==> src/rtl/shift_pkg.sv <==
// Shared encodings for the universal shift register: mode codes, FSM states
// and the decode of which modes may run as a counted burst.
package shift_pkg;

  localparam int unsigned MODE_W = 3;

  localparam logic [MODE_W-1:0] MODE_HOLD = 3'b000;
  localparam logic [MODE_W-1:0] MODE_LOAD = 3'b001;
  localparam logic [MODE_W-1:0] MODE_SHL  = 3'b010;
  localparam logic [MODE_W-1:0] MODE_SHR  = 3'b011;
  localparam logic [MODE_W-1:0] MODE_SAR  = 3'b100;
  localparam logic [MODE_W-1:0] MODE_ROL  = 3'b101;
  localparam logic [MODE_W-1:0] MODE_ROR  = 3'b110;

  typedef enum logic [1:0] {
    ST_IDLE  = 2'd0,
    ST_SHIFT = 2'd1,
    ST_DONE  = 2'd2
  } state_t;

  // Only true shift/rotate modes can be repeated as a burst.
  function automatic logic is_burst_mode(input logic [MODE_W-1:0] m);
    return (m >= MODE_SHL) && (m <= MODE_ROR);
  endfunction

endpackage

==> src/rtl/shift_step.sv <==
// One-step shift/rotate datapath; hold, load and reserved codes pass q through
// (load is muxed in by the parent, which owns d).
module shift_step
  import shift_pkg::*;
#(
  parameter int unsigned N = 8
) (
  input  logic [N-1:0]      i_q,
  input  logic [MODE_W-1:0] i_mode,
  input  logic              i_sil,
  input  logic              i_sir,
  output logic [N-1:0]      o_q_c
);

  always_comb begin
    o_q_c = i_q;
    case (i_mode)
      MODE_SHL: o_q_c = {i_q[N-2:0], i_sil};
      MODE_SHR: o_q_c = {i_sir, i_q[N-1:1]};
      MODE_SAR: o_q_c = {i_q[N-1], i_q[N-1:1]};
      MODE_ROL: o_q_c = {i_q[N-2:0], i_q[N-1]};
      MODE_ROR: o_q_c = {i_q[0], i_q[N-1:1]};
      default:  o_q_c = i_q;
    endcase
  end

endmodule

==> src/rtl/univ_shift_reg_n.sv <==
// N-bit universal shift register with single-step operation and a counted
// burst mode (IDLE -> SHIFT -> DONE) signalled through busy/done.
module univ_shift_reg_n
  import shift_pkg::*;
#(
  parameter  int unsigned N  = 8,
  localparam int unsigned CW = $clog2(N + 1)
) (
  input  logic              clk,
  input  logic              rst,
  input  logic              en,
  input  logic [MODE_W-1:0] mode,
  input  logic [N-1:0]      d,
  input  logic              SIL,
  input  logic              SIR,
  input  logic              start,
  input  logic [CW-1:0]     cnt,
  output logic              busy,
  output logic              done,
  output logic              SOL,
  output logic              SOR,
  output logic [N-1:0]      q
);

  state_t            r_state;
  state_t            w_state_nxt;
  logic [N-1:0]      r_q;
  logic [N-1:0]      w_q_nxt;
  logic [CW-1:0]     r_cnt;
  logic [CW-1:0]     w_cnt_nxt;
  logic [MODE_W-1:0] r_mode;
  logic [MODE_W-1:0] w_mode_nxt;
  logic [MODE_W-1:0] w_step_mode;
  logic [N-1:0]      w_step_q;

  // During a burst the latched mode drives the datapath; live mode otherwise.
  assign w_step_mode = (r_state == ST_SHIFT) ? r_mode : mode;

  shift_step #(.N(N)) u_step (
    .i_q    (r_q),
    .i_mode (w_step_mode),
    .i_sil  (SIL),
    .i_sir  (SIR),
    .o_q_c  (w_step_q)
  );

  always_ff @(posedge clk or posedge rst) begin
    if (rst) begin
      r_state <= ST_IDLE;
      r_q     <= '0;
      r_cnt   <= '0;
      r_mode  <= MODE_HOLD;
    end else begin
      r_state <= w_state_nxt;
      r_q     <= w_q_nxt;
      r_cnt   <= w_cnt_nxt;
      r_mode  <= w_mode_nxt;
    end
  end

  always_comb begin
    w_state_nxt = r_state;
    w_q_nxt     = r_q;
    w_cnt_nxt   = r_cnt;
    w_mode_nxt  = r_mode;
    case (r_state)
      ST_IDLE: begin
        if (en) begin
          if (start && is_burst_mode(mode)) begin
            w_mode_nxt  = mode;
            w_cnt_nxt   = cnt;
            w_state_nxt = (cnt == '0) ? ST_DONE : ST_SHIFT;
          end else if (mode == MODE_LOAD) begin
            w_q_nxt = d;
          end else begin
            w_q_nxt = w_step_q;
          end
        end
      end
      ST_SHIFT: begin
        if (en) begin
          w_q_nxt   = w_step_q;
          w_cnt_nxt = r_cnt - CW'(1);
          if (r_cnt == CW'(1)) begin
            w_state_nxt = ST_DONE;
          end
        end
      end
      ST_DONE: w_state_nxt = ST_IDLE;
      default: w_state_nxt = ST_IDLE;
    endcase
  end

  assign busy = (r_state == ST_SHIFT);
  assign done = (r_state == ST_DONE);
  assign q    = r_q;
  assign SOL  = r_q[N-1];
  assign SOR  = r_q[0];

endmodule

==> config.mk <==
export PLATFORM = sky130hd
export DESIGN_NAME = univ_shift_reg_n
export DESIGN_NICKNAME = d
export VERILOG_FILES = /design/src/rtl/shift_pkg.sv /design/src/rtl/shift_step.sv /design/src/rtl/univ_shift_reg_n.sv
export SDC_FILE = /design/constraint.sdc
export NUM_CORES = 1
export LEC_CHECK = 0
export CAP_MARGIN = 20
export CORE_ASPECT_RATIO = 0.6
export CORE_UTILIZATION = 54
export DETAILED_ROUTE_END_ITERATION = 12
export GPL_TIMING_DRIVEN = 0
export MAX_ROUTING_LAYER = met4
export PLACE_DENSITY = 0.85
export SLEW_MARGIN = 20
export SYNTH_ARGS = -nofsm -noshare
export SYNTH_HDL_FRONTEND = slang
export SYNTH_HIERARCHICAL = 1
export SYNTH_SLANG_ARGS = --single-unit
==> constraint.sdc <==
create_clock -name clk -period 3.7 [get_ports clk]
set_input_delay 0.925 -clock clk [delete_from_list [all_inputs] [get_ports clk]]
set_output_delay 0.925 -clock clk [all_outputs]
set_load 0.02 [all_outputs]
==> metrics <==
initial core utilization=57.0%; Final setup viols=0; CTS tree=yes; DRC=0; Async S/R FF share, synth=100%; fin nets=228; die height=41.8 um; number of synthesized flops with an enable pin=0; port bufs=32; most common cell after layout, fill and taps aside=clkdlybuf4s50_1; CTS max path bufs=2; HP Class=reg -> reg; Cell Area, Synth=1430 sq um; initial antenna violation count=0; via count=1527; initial detailed-routing violation count=316; I/O Pins=33; postcts setup bufs=0; fmax=362 MHz; Core Util, Final=73.2%; met1 usage in global routing=47.3%; total track usage=33.7%; vias in the first global route=1470; YS warnings=6; syn_nets=191; Syn Area/Cell=8.51 sq um; Worst-path clk slew=0.07 ns; worst slew pin tran=0.717 ns; GR Util met2=48.8%; CTS-repair resized insts=0; CP Class=reg -> out; post-synthesis cell count=168; Post-Place Cells=232; r2r setup slk=1.35 ns; LEAKAGE=0.803 nW; Setup TNS Final=0 ns; Root Driver=clkbuf_8; number of routed nets with antenna violations=0; register bit total from synthesis=17; Setup WS pre-CTS=0.829 ns; Layout Cells excl Fill=236; DIE AREA=2860 sq um; worst skew pair latency=0.26 ns; M3 GR Usage=5.49%; clk sinks=17; Crit Path Max Fanout=10; CP Launch Type=flop; Worst slew margin=52.2%; RSZ-0062 raised after global routing=false; DR vias/cell=6.47; Avg WL per Cell=18.0 um; area growth from synthesis to layout=28.4%; drt total wl=4.25 mm; critical path data required time=2.77 ns; Cell Pwr Density=932 nW/um^2; fin. max-slew vios=0; min Tclk post-route=2.76 ns; H-Tree Level Count=1; commonest cells after routing, fill and taps aside=clkdlybuf4s50_1 (32), nor2_1 (19), a21oi_1 (18); period utilization=74.7%; GRT busiest layer=met2; layout cells sized above 1=15.7%; first-pass GRT wire length=6.82 mm; core area=2500 sq um; cts bufs inserted=3; routability cong.=0.954; Synth Flop Type=dfrtp_1; diode count=0; first drt pass iteration count=5; Synth cell types=49; hold buffers post-CTS=0; Fin. Hold Viols=0; largest net degree at the start of global routing=18; maximum vdd drop=415 uV; CP Capture Type=output pin; maxcap violations=0; hold slack final=0.509 ns; status=complete, no violations; HPWL after detailed placement=3.00 mm; crit path DAT=1.84 ns; gr ovfl total=0; Core Rows=14; post-route clock skew=0.00837 ns; PnR worst setup slack=0.938 ns; DIE WIDTH=68.4 um; sequential fraction of the synthesis area=29.8%
metrics by stage:
stage / power [mW] / instance area (sq um)
2_1_floorplan: 1.17 / 1430
3_3_place_gp: 1.46 / 1790
3_5_place_dp: 1.51 / 1790
4_1_cts: 1.67 / 1830
5_1_grt: 1.81 / 1830
6_report: 1.71 / 1830
routing by layer:
metal | up-vias | share of wire [%]
met5 | - | 0
met1 | 703 | 42
met3 | 31 | 11
li1 | 684 | -
met4 | 0 | 3.4
met2 | 109 | 44
cell usage after synthesis (all sizes together), types with 2 or more instances:
cell type	number	area, sq um
a21oi	19	98.9
a311oi	5	43.8
a31oi	3	33.8
buf	11	104
dfrtp	17	425
ha	2	25.0
inv	8	30.0
mux2	4	45.0
mux2i	9	90.1
nand2	17	63.8
nand2b	10	70.1
nand3	3	32.5
nor2	20	77.6
nor3	3	15.0
nor4	3	18.8
o22a	2	20.0
o22ai	6	37.5
or2	2	15.0
or3	5	31.3
flip-flops by register name, indices dropped and copies added (netlist names):
register / count
r_mode: 3
r_state: 2
q: 8
r_cnt: 4
critical path, stage by stage, from the launching register on:
cell and delay [ns]:
dfrtp_1 0.44, nand2b_1 0.17, buf_4 0.18, inv_2 0.15, clkdlybuf4s50_1 0.63
cell type report:
cell class | instances | area, sq um
Inverter | 9 | 33.8
Sequential cell | 17 | 425
Tap cell | 32 | 40.0
Buffer | 11 | 104
Multi-Input combinational cell | 131 | 866
Timing Repair Buffer | 32 | 320
Clock buffer | 4 | 45.0
Fill cell | 186 | 671
worst paths after layout:
| path | depth (start not counted) | to | from |
|---|---|---|---|
| max reg2reg | 11 | q[2] | r_state[1] |
| min reg2reg | 1 | r_mode[1] | r_mode[1] |
| max in group asynchronous | 2 | q[7] | rst |
| min | 1 | r_mode[1] | r_mode[1] |
| max | 4 | busy | r_state[1] |
| min in group asynchronous | 2 | r_cnt[0] | rst |
report_power, final:
group / internal (mW) / switching [mW]
Combinational: 0.531 / 0.636
Sequential: 0.277 / 0.121
Clock: 0.0766 / 0.0666
Total: 0.885 / 0.824
cell families (layout without fill, tap and decap cells):
| group | Yosys count | after routing | synth area share, % |
|---|---|---|---|
| and+or+nand+nor | 68 | 68 | 25.3 |
| muxes | 13 | 13 | 9.46 |
| AOI/OAI and AO/OA | 48 | 48 | 24.1 |
| buffers and inverters | 20 | 56 | 9.63 |
| adders and majority gates | 2 | 2 | 1.75 |
| DFF | 17 | 17 | 29.8 |
No activity file was read; power rests on OpenSTA's default activity.
